[config.mk]
export PLATFORM = sky130hd
export DESIGN_NAME = mem_wb_stage
export DESIGN_NICKNAME = d
export VERILOG_FILES = /design/src/rtl/rv_defs_pkg.sv /design/src/rtl/load_align.sv /design/src/rtl/mem_wb_stage.sv
export SDC_FILE = /design/constraint.sdc
export NUM_CORES = 1
export LEC_CHECK = 0
export ABC_CLOCK_PERIOD_IN_PS = 2700
export BUFFER_PORTS_ARGS = -buffer_cell sky130_fd_sc_hd__clkbuf_2
export CORE_UTILIZATION = 35
export DETAILED_ROUTE_END_ITERATION = 6
export GPL_TIMING_DRIVEN = 0
export HOLD_SLACK_MARGIN = 0.08
export REMOVE_ABC_BUFFERS = 1
export SYNTH_ARGS = -nofsm -noshare
export SYNTH_HDL_FRONTEND = slang
export SYNTH_SLANG_ARGS = --single-unit
[constraint.sdc]
create_clock -name clk_i -period 2.7 [get_ports clk_i]
set_input_delay 0.54 -clock clk_i [delete_from_list [all_inputs] [get_ports clk_i]]
set_output_delay 0.54 -clock clk_i [all_outputs]
set_load 0.02 [all_outputs]
[src/rtl/rv_defs_pkg.sv]
// Shared miniRV definitions: writeback source selects, load funct3 codes and
// the MEM/WB handshake states.
package rv_defs_pkg;

  localparam int unsigned RF_WSEL_PC   = 0;
  localparam int unsigned RF_WSEL_EXT  = 1;
  localparam int unsigned RF_WSEL_ALU  = 2;
  localparam int unsigned RF_WSEL_DRAM = 3;

  localparam logic [2:0] F3_LB  = 3'b000;
  localparam logic [2:0] F3_LH  = 3'b001;
  localparam logic [2:0] F3_LW  = 3'b010;
  localparam logic [2:0] F3_LBU = 3'b100;
  localparam logic [2:0] F3_LHU = 3'b101;

  typedef enum logic [0:0] {
    IDLE = 1'b0,
    WAIT = 1'b1
  } wb_state_t;

endpackage

[src/rtl/load_align.sv]
// Load-return alignment: shifts the addressed byte/half down to bit 0 and
// sign- or zero-extends it; flags halfword/word accesses that are misaligned.
module load_align
  import rv_defs_pkg::*;
#(
  parameter int unsigned XLEN = 32
) (
  input  logic [XLEN-1:0] rdata_i,
  input  logic [2:0]      funct3_i,
  input  logic [1:0]      addr_lo_i,
  output logic [XLEN-1:0] data_o,
  output logic            misalign_o
);

  logic [XLEN-1:0] shifted;

  assign shifted = rdata_i >> {addr_lo_i, 3'b000};

  // NOTE: every output of a combinational block gets a default first, otherwise
  // an uncovered funct3 code would infer a latch.
  always_comb begin
    data_o     = shifted;
    misalign_o = 1'b0;
    case (funct3_i)
      F3_LB:  data_o = {{(XLEN-8){shifted[7]}}, shifted[7:0]};
      F3_LBU: data_o = {{(XLEN-8){1'b0}}, shifted[7:0]};
      F3_LH: begin
        data_o     = {{(XLEN-16){shifted[15]}}, shifted[15:0]};
        misalign_o = addr_lo_i[0];
      end
      F3_LHU: begin
        data_o     = {{(XLEN-16){1'b0}}, shifted[15:0]};
        misalign_o = addr_lo_i[0];
      end
      F3_LW: begin
        data_o     = rdata_i;
        misalign_o = (addr_lo_i != 2'b00);
      end
      default: ;
    endcase
  end

endmodule

[src/rtl/mem_wb_stage.sv]
// miniRV MEM/WB stage: registered writeback mux plus variable-latency load return.
// Optional byte/half load alignment is enabled by defining WB_LOAD_ALIGN_EN.
module mem_wb_stage
  import rv_defs_pkg::*;
#(
  parameter int unsigned XLEN         = 32,
  parameter int unsigned SEL_W        = 2,
  parameter int unsigned LOAD_TIMEOUT = 15
) (
  input  logic             clk_i,
  input  logic             rst_n_i,
  input  logic             valid_i,
  output logic             ready_o,
  input  logic [XLEN-1:0]  wD_i,
  input  logic [SEL_W-1:0] rf_wsel_i,
  input  logic             rf_we_i,
  input  logic [4:0]       wR_i,
  input  logic [2:0]       funct3_i,
  input  logic [1:0]       addr_lo_i,
  input  logic [XLEN-1:0]  dram_rdata_i,
  input  logic             dram_rvalid_i,
  output logic             stall_o,
  output logic             rf_we_o,
  output logic [4:0]       rf_wR_o,
  output logic [XLEN-1:0]  rf_wD_o,
  output logic             err_o
);

  localparam int unsigned CNT_W = (LOAD_TIMEOUT > 0) ? $clog2(LOAD_TIMEOUT + 1) : 1;

  wb_state_t        state_q, state_d;
  logic [CNT_W-1:0] cnt_q, cnt_d;
  logic             we_q, we_d;
  logic [4:0]       wr_q, wr_d;
  logic [XLEN-1:0]  wd_q, wd_d;
  logic             err_q, err_d;
  logic             ld_we_q, ld_we_d;
  logic [4:0]       ld_rd_q, ld_rd_d;
  logic [2:0]       ld_f3_q, ld_f3_d;
  logic [1:0]       ld_lo_q, ld_lo_d;

  logic             is_load;
  logic             sel_known;
  logic [XLEN-1:0]  load_data;
  logic             load_misalign;

  assign is_load   = (rf_wsel_i == SEL_W'(RF_WSEL_DRAM));
  assign sel_known = (rf_wsel_i == SEL_W'(RF_WSEL_PC))  ||
                     (rf_wsel_i == SEL_W'(RF_WSEL_EXT)) ||
                     (rf_wsel_i == SEL_W'(RF_WSEL_ALU));

`ifdef WB_LOAD_ALIGN_EN
  load_align #(.XLEN(XLEN)) u_load_align (
    .rdata_i    (dram_rdata_i),
    .funct3_i   (ld_f3_q),
    .addr_lo_i  (ld_lo_q),
    .data_o     (load_data),
    .misalign_o (load_misalign)
  );
`else
  // Without alignment the raw word is written; the latched size fields are dead.
  logic unused_align;
  assign unused_align  = ^{ld_f3_q, ld_lo_q};
  assign load_data     = dram_rdata_i;
  assign load_misalign = 1'b0;
`endif

  always_comb begin
    state_d = state_q;
    cnt_d   = cnt_q;
    we_d    = 1'b0;
    wr_d    = wr_q;
    wd_d    = wd_q;
    err_d   = err_q;
    ld_we_d = ld_we_q;
    ld_rd_d = ld_rd_q;
    ld_f3_d = ld_f3_q;
    ld_lo_d = ld_lo_q;
    case (state_q)
      IDLE: begin
        if (valid_i) begin
          if (is_load) begin
            ld_we_d = rf_we_i;
            ld_rd_d = wR_i;
            ld_f3_d = funct3_i;
            ld_lo_d = addr_lo_i;
            cnt_d   = '0;
            state_d = WAIT;
          end else begin
            we_d = rf_we_i && (wR_i != 5'd0);
            wr_d = wR_i;
            wd_d = sel_known ? wD_i : '0;
          end
        end
      end
      WAIT: begin
        cnt_d = cnt_q + CNT_W'(1);
        // Returned data wins over a timeout landing in the same cycle.
        if (dram_rvalid_i) begin
          state_d = IDLE;
          if (load_misalign) begin
            err_d = 1'b1;
          end else begin
            we_d = ld_we_q && (ld_rd_q != 5'd0);
            wr_d = ld_rd_q;
            wd_d = load_data;
          end
        end else if ((LOAD_TIMEOUT != 0) && (cnt_d == CNT_W'(LOAD_TIMEOUT))) begin
          err_d   = 1'b1;
          state_d = IDLE;
        end
      end
      default: state_d = IDLE;
    endcase
  end

  // NOTE: sequential state uses non-blocking assignments so every register
  // samples the pre-edge values, independent of statement order.
  always_ff @(posedge clk_i) begin
    if (!rst_n_i) begin
      state_q <= IDLE;
      cnt_q   <= '0;
      we_q    <= 1'b0;
      wr_q    <= '0;
      wd_q    <= '0;
      err_q   <= 1'b0;
      ld_we_q <= 1'b0;
      ld_rd_q <= '0;
      ld_f3_q <= '0;
      ld_lo_q <= '0;
    end else begin
      state_q <= state_d;
      cnt_q   <= cnt_d;
      we_q    <= we_d;
      wr_q    <= wr_d;
      wd_q    <= wd_d;
      err_q   <= err_d;
      ld_we_q <= ld_we_d;
      ld_rd_q <= ld_rd_d;
      ld_f3_q <= ld_f3_d;
      ld_lo_q <= ld_lo_d;
    end
  end

  assign ready_o = (state_q == IDLE);
  assign stall_o = ~ready_o;
  assign rf_we_o = we_q;
  assign rf_wR_o = wr_q;
  assign rf_wD_o = wd_q;
  assign err_o   = err_q;

endmodule

After elaboration in Yosys (flattened, before gate mapping)
Index checks and enable logic that the tools add are counted.

word-level totals
  flip-flop bits (word level) = 50

operators by class
  bitwise gates (word level) = 2
  reductions and logical operators = 11
  $add $sub $neg = 1
  equality and inequality tests = 8
  multiplexer cells = 21

operators with widths
  cell                                                              number
  32-bit 2-to-1 mux                                                 4
  32-bit one-hot mux with 2 select lines                            1
  5-bit 2-to-1 mux                                                  3
  5-bit one-hot mux with 2 select lines                             1
  5-bit nonzero test                                                2
  3-bit AND reduction                                               3
  4-bit 2-to-1 mux                                                  2
  4-bit one-hot mux with 2 select lines                             1
  1-bit 2-to-1 mux                                                  7
  2-bit != test (second input constant)                             3
  4-bit by 1-bit adder with 4-bit output (second input constant)    1
  2-bit == test (second input constant)                             2
  4-bit == test (second input constant)                             1
  1-bit one-hot mux with 2 select lines                             2
  2-bit by 1-bit == test with 1-bit output (second input constant)  1
  1-bit logical AND                                                 2
  2-bit logical NOT                                                 1
  1-bit logical OR                                                  2
  2-bit by 1-bit != test with 1-bit output (second input constant)  1
  1-bit NOT                                                         2
  2-bit AND reduction                                               1

Longest topological paths before layout
Gate-level depths: netlist (run 1).

  depth in word-level cells = 7
  mapped depth = 6
  depth with buffers taken out = 5

Worst setup path before layout (run 1)
OpenSTA, ideal clock, no wires.

  path kind = input-to-reg
  start point = in valid_i
  end point = reg wd_q[10] (netlist: rf_wD_o[10])
  path slack = 1.272 ns
  library setup time = 0.116 ns
  stages on the path = 6
  required time = 2.584 ns
  data arrival time = 1.312 ns
  path through = a21bo_1 o21ai_1 buf_4 buf_4 nand2_1 o211a_1

on the way
  word-level cells in the longest chain between the ends = 2

ends and longest elaborated chain
  what                                  RTL line             text
  start, declared                       mem_wb_stage.sv:12   input logic valid_i,
  2-bit != test (no source line)        -
  3-bit AND reduction (no source line)  -
  end signal, assigned                  mem_wb_stage.sv:136  wd_q <= wd_d;
  end, declared                         mem_wb_stage.sv:35   logic [XLEN-1:0] wd_q, wd_d;

Every way passes these cells.
A chain may end at the register's enable or synchronous reset.

Worst setup path in the final report (run 1)
  start point = reg state_q (netlist: stall_o)
  end point = reg wd_q[12] (netlist: rf_wD_o[12])

on the way
  word-level cells in the longest chain between the ends = 3

ends and longest elaborated chain
  what                                  RTL line             text
  start, declared                       mem_wb_stage.sv:31   wb_state_t state_q, state_d;
  start signal, assigned                mem_wb_stage.sv:132  state_q <= state_d;
  1-bit NOT (no source line)            -
  2-bit != test (no source line)        -
  3-bit AND reduction (no source line)  -

Several ways; a longest one is shown, not always the timed one.

==> reports/results.tsv, run 1 <==
metric	value	unit
outcome	finished clean	
FF-to-FF End	rf_wD_o[12]	
wire per inst	13.5	microns
Antenna Violating Nets Remaining	0	
Worst Path Required	2.89	ns
FP Rows	29	
TritonCTS Buffers	5	
most common cell after layout, fill and taps aside	clkbuf_2	
placed instance count	414	
Worst Path Arrival	2.16	ns
slowest CP cell	o21ai_4	
fmax	507	MHz
most frequent CP cell	buf_12	
crit-path cells	buf_12 -> o21ai_4 -> buf_12 -> nand2_1 -> o211a_1	
Layout area overhead	31.0	%
Die Height	83.1	microns
Max-Cap Viols	0	
IO buf count	116	
area of the multi-input gates	0.00119	sq mm
share of layout cells above drive strength 1	0.377	
post-route cell area	0.00302	sq mm
initial antenna violation count	0	
Fill cells	623	
#FFs+latches synth	50	
GR Overflow Total	0	
CTS clk-pin slew, worst paths	0.10	ns
VDD IR-drop max	0.230	mV
Worst-Skew Late Latency	0.30	ns
Setup crit end	rf_wD_o[12]	
RSZ-0062 raised after global routing	false	
I/O pin count	122	
Final setup viols	0	
storage element area	0.00100	sq mm
post-CTS sizing	0	
DPL Wire Length	3990	microns
DRC Markers	0	
CTS tree	yes	
R2R depth	5	
Reg2Reg Setup Slack	0.73	ns
DRT iter0 DRCs	62	
routed wire length	5710	microns
most frequent cells in the layout	clkbuf_2, dfxtp_1, nand2_1	
startpoint types	flop	
Worst Path Buf+Inv	2	
Max Root-Sink Buffers	2	
drt pass-1 iters	4	
WP depth	5	
Leakage	1.71	nW
Max stage delay on crit path	0.69	ns
Cell Pwr Density	544	mW/mm^2
Syn Inst Count	241	
Post-CTS Hold Fix Bufs	0	
Yosys Warn Count	0	
reg2reg start	stall_o	
type of the most critical hold path	reg2reg	
GRT Util Overall	0.169	
Final Skew	0.00738	ns
Worst setup EP type	flop	
Crit Path Max Fanout	42	
Die Area	0.00691	sq mm
Final Cycle Share	0.730	
Distinct cells, synth	31	
mapped cell area	0.00230	sq mm
# Post-CTS Setup Buffers	0	
crit path kind	reg2reg	
Worst slew margin	0.374	
Crit path max-delay family	compound AO/OA/AOI/OAI gates	
first-pass GRT wire length	9450	microns
final setup TNS	0	ns
die width	83.1	microns
gpl congestion	0.710	
Mean Syn Cell Area	9.55	sq um
core area	0.00635	sq mm
vias per cell	5.09	
Worst Setup SP	stall_o	
nets@finish	427	
vias in the first global route	2061	
sequential area share after synthesis	0.435	
largest net degree at the start of global routing	51	
H-Tree Depth	2	
Final Hold Vio Count	0	
DP Area	0.00291	sq mm
Starting Density	0.363	
# clock sinks	50	
Fin Hold WS	0.478	ns
fin cells	422	
Root Buffer	clkbuf_8	
via count	2149	
Antenna diodes	0	
Slew Viols, Final	0	
Final Critical Period	1.97	ns
slew of the pin with the lowest slew margin	0.937	ns
per-layer routing:
| metal | track usage | vias to the layer above | wire length (microns) |
|---|---|---|---|
| met5 | 0 | - | 0 |
| met4 | 0.0517 | 0 | 49 |
| met3 | 0.0527 | 5 | 443 |
| met2 | 0.282 | 85 | 2580 |
| met1 | 0.206 | 969 | 2640 |
| li1 | - | 1090 | - |
worst register-to-register path, stage by stage, from the launching register on:
cell and delay (ns):
dfxtp_2 0.43, buf_12 0.22, o21ai_4 0.69, buf_12 0.29, nand2_1 0.10, o211a_1 0.13
kinds of logic (layout without fill, tap and decap cells):
logic type / Yosys count / count (layout) / synth area share
flip-flops: 50 / 50 / 0.435
adder cells (fa/ha/maj): 2 / 2 / 0.0109
buffers and inverters: 24 / 128 / 0.0549
AO/OA/AOI/OAI: 83 / 83 / 0.305
AND/OR/NAND/NOR: 69 / 69 / 0.138
multiplexers: 13 / 13 / 0.0565
stage by stage:
step                      power, mW  setup WS (ns)  utilization
after floorplan                1.04          -1.15            -
after global placement         1.20          -2.60        0.450
after detailed placement       1.20          0.271        0.459
after CTS                      1.66          0.351        0.474
after global routing           1.74          0.552        0.475
final                          1.64          0.729        0.475
Yosys cell counts, drive strengths merged:
cell type / n / area share
a21bo: 1 / 0.0043
a31oi: 1 / 0.0027
a21oi: 5 / 0.013
nor3: 3 / 0.0065
nor3b: 2 / 0.0065
inv: 2 / 0.0033
o211a: 37 / 0.16
nand3: 2 / 0.0043
nor2: 6 / 0.013
dfxtp: 50 / 0.43
and2: 1 / 0.0027
clkbuf: 9 / 0.015
nand2: 43 / 0.070
nand4: 1 / 0.0027
a21boi: 1 / 0.0033
nand4b: 1 / 0.0038
nor2b: 8 / 0.022
ha: 2 / 0.011
buf: 13 / 0.037
mux2i: 13 / 0.057
or4: 1 / 0.0033
o21bai: 1 / 0.0033
nand2b: 1 / 0.0027
o31a: 1 / 0.0038
o21ai: 3 / 0.0065
o2111ai: 1 / 0.0038
a22oi: 32 / 0.10
final cells by class:
class / count / share of cell area
flip-flops and latches: 50 / 0.332
repair buffers: 118 / 0.206
clock buffers: 6 / 0.0274
multi-input cells: 167 / 0.396
inverters: 2 / 0.00249
clock inverters: 2 / 0.00415
well taps: 77 / 0.0320
report_power, final:
part | internal (mW) | switching, mW | total, mW
clock | 0.206 | 0.252 | 0.459
sequential | 0.792 | 0.0319 | 0.824
combinational | 0.154 | 0.205 | 0.359
flip-flops by register name, indices dropped and copies added, names as in the netlist:
name / count
rf_wR_o: 5
ld_rd_q: 5
ld_we_q: 1
cnt_q: 4
rf_wD_o: 32
rf_we_o: 1
stall_o: 1
err_o: 1
how the worst min path moves through the flow:
stage / start / end / cells past startpoint
floorplan: ld_we_q / rf_we_o / 2
global placement: ld_we_q / rf_we_o / 2
detailed placement: ld_we_q / rf_we_o / 2
CTS: ld_we_q / rf_we_o / 2
global route: ld_we_q / rf_we_o / 2
finish: ld_we_q / rf_we_o / 2
Note: power is estimated with default switching activity, not from simulation.
==> run 2, diff against run 1 <==
--- a/config.mk
+++ b/config.mk
@@ -5,7 +5,7 @@
 export SDC_FILE = /design/constraint.sdc
 export NUM_CORES = 1
 export LEC_CHECK = 0
-export ABC_CLOCK_PERIOD_IN_PS = 2700
+export ABC_CLOCK_PERIOD_IN_PS = 1900
 export BUFFER_PORTS_ARGS = -buffer_cell sky130_fd_sc_hd__clkbuf_2
 export CORE_UTILIZATION = 35
 export DETAILED_ROUTE_END_ITERATION = 6
==> constraint.sdc (replaced) <==
create_clock -name clk_i -period 1.9 [get_ports clk_i]
set_input_delay 0.38 -clock clk_i [delete_from_list [all_inputs] [get_ports clk_i]]
set_output_delay 0.38 -clock clk_i [all_outputs]
set_load 0.02 [all_outputs]
==> run 2 against run 1 <==
Compared with the run above: via count increased by 2.0%; setup slack got worse by 0.58 ns; die area unchanged; first-iteration DRC count decreased by 4.8%; flip-flop and latch count unchanged; routed wire length increased by 9.0%; worst hold slack got worse by 0.13 ns; core utilization increased by 0.55 points; register-to-register slack got worse by 0.50 ns; final cell count increased by 0.71%; non-clock buffer count increased by 1; largest cell class unchanged; largest power group unchanged.
==> reports/results.tsv, run 2 (synthesis gave the netlist of run 1 again) <==
metric	value	unit	change
Max stage delay on crit path	0.47	ns	was 0.69 ns
Worst Path Arrival	1.37	ns	was 2.16 ns
Slew Viols, Final	0		unchanged
largest net degree at the start of global routing	51		unchanged
IO buf count	116		unchanged
DRC Markers	0		unchanged
fmax	572	MHz	
GRT Util Overall	0.178		was 0.169
Leakage	1.72	nW	was 1.71 nW
gpl congestion	0.710		unchanged
Switching Fraction	0.302		was 0.298
slowest CP cell	dfxtp_4		was o21ai_4
Cell Pwr Density	771	mW/mm^2	was 544 mW/mm^2
routed wire length	6220	microns	was 5710 microns
initial antenna violation count	0		unchanged
Antenna Violating Nets Remaining	0		unchanged
RSZ-0062 raised after global routing	false		unchanged
Fin Hold WS	0.344	ns	was 0.478 ns
DRT iter0 DRCs	59		was 62
via count	2191		was 2149
H-Tree Depth	2		unchanged
I/O pin count	122		unchanged
Worst-Skew Late Latency	0.30	ns	about the same
TritonCTS Buffers	5		unchanged
FP Rows	29		unchanged
nets@finish	430		was 427
type of the most critical hold path	in2reg		was reg2reg
Starting Density	0.363		unchanged
Final Critical Period	1.75	ns	
most frequent cells in the layout	clkbuf_2, dfxtp_1, nand2_1		unchanged
die width	83.1	microns	unchanged
Die Area	0.00691	sq mm	unchanged
Final Hold Vio Count	0		unchanged
Largest register FFs	32		unchanged
utilization after layout	0.480		was 0.475
P_int	1.64	mW	was 1.15 mW
Worst slew margin	0.375		was 0.374
core area	0.00635	sq mm	unchanged
Layout area overhead	32.5	%	was 31.0%
met1 Resource Use GR	0.222		was 0.206
Reg power frac	0.498		was 0.502
slew of the pin with the lowest slew margin	0.938	ns	was 0.937 ns
global routing met3 resource utilization	0.0527		unchanged
first-pass GRT wire length	9890	microns	was 9450 microns
outcome	finished clean		unchanged
CTS tree	yes		unchanged
share of layout cells above drive strength 1	0.382		was 0.377
most common cell after layout, fill and taps aside	clkbuf_2		unchanged
Crit Path Max Fanout	41		was 42
wire per inst	14.6	microns	was 13.5 microns
# clock sinks	50		unchanged
Crit path max-delay family	buffers and inverters		was compound AO/OA/AOI/OAI gates
Die Height	83.1	microns	unchanged
Final setup viols	0		unchanged
startpoint types	flop		unchanged
crit-path cells	buf_12 -> inv_1 -> clkbuf_2		was buf_12 -> o21ai_4 -> buf_12 -> nand2_1 -> o211a_1
Final Skew	0.00938	ns	was 0.00738 ns
Antenna diodes	0		unchanged
Final Cycle Share	0.921		
drt pass-1 iters	4		unchanged
DPL Wire Length	3990	microns	unchanged
most used routing layer in global routing	met2		unchanged
Fill cells	623		unchanged
Max-Cap Viols	0		unchanged
GR Overflow Total	0		unchanged
Comb pwr share	0.224		was 0.218
Root Buffer	clkbuf_8		unchanged
Clk network pwr share	0.278		was 0.279
VDD IR-drop max	0.328	mV	was 0.230 mV
CTS clk-pin slew, worst paths	0.10	ns	about the same
Psw	0.711	mW	was 0.489 mW
Worst Path Required	1.52	ns	was 2.89 ns
vias per cell	5.16		was 5.09
vias in the first global route	2098		was 2061
Max Root-Sink Buffers	2		unchanged
crit path kind	reg2out		was reg2reg
Worst Path Buf+Inv	3		was 2
Worst setup EP type	output port		was flop
met2 usage	0.296		was 0.282
-- run 2: cell count changes in the layout (fill, tap and decap cells not counted) --
cell     previous run  this run
o21ai_2             0         1
buf_4               0         1
dfxtp_2             1         0
dfxtp_4             0         1
a21oi_4             1         2
-- run 2: area by class of cell --
type	count	area, sq um	share of cell area
multi-input combinational	169	1220	0.400
clock buffer	6	82.6	0.0271
clock inverter	2	12.5	0.00410
tap	77	96.3	0.0316
sequential	50	1000	0.329
inverter	2	7.51	0.00246
timing repair buffer	119	628	0.206
-- run 2: metal layers --
layer / share of wire / vias to the layer above
met2: 0.45 / 81
met5: 0 / -
met1: 0.47 / 1003
li1: - / 1101
met4: 0.0096 / 0
met3: 0.070 / 6
-- run 2: metrics by stage --
stage | area [sq um] | total power [mW] | TNS [ns] | setup WS [ns] | instances
floorplan | 2180 | 1.48 | -73.68 | -1.95 | 219
global placement | 2860 | 1.70 | -130.98 | -3.40 | 412
detailed placement | 2910 | 1.71 | -12.27 | -0.421 | 414
finish | 3050 | 2.35 | 0 | 0.151 | 425
global route | 3050 | 2.48 | 0 | 0.0664 | 425
CTS | 3030 | 2.37 | 0 | 0.0428 | 423
-- run 2: power by group through the flow --
| stage | Sequential, mW | Combinational (mW) | Clock (mW) |
|---|---|---|---|
| 4_1_cts | 1.17 | 0.523 | 0.679 |
| 3_5_place_dp | 1.19 | 0.513 | 0 |
| 6_report | 1.17 | 0.527 | 0.655 |
| 3_3_place_gp | 1.20 | 0.504 | 0 |
| 2_1_floorplan | 1.29 | 0.197 | 0 |
| 5_1_grt | 1.18 | 0.580 | 0.722 |
-- run 2: repair_timing --
action,CTS,global route
buffers inserted,0,1
setup endpoints to repair,33,33
pin swaps,1,0
resized for setup,2,1
gates cloned,1,1
hold buffers,0,0
-- run 2: worst paths after layout --
path | slack, ns | depth (start not counted) | to | start
max | 0.15 | 3 | ready_o | stall_o
min | 0.34 | 3 | rf_we_o | rf_we_i
max reg2reg | 0.23 | 6 | rf_wD_o[19] | stall_o
min reg2reg | 0.49 | 2 | rf_we_o | ld_we_q
-- run 2: tightest hold or removal path: stages --
cell,delay [ns]
clkbuf_2,0.09
o2111ai_1,0.07
a21boi_1,0.06
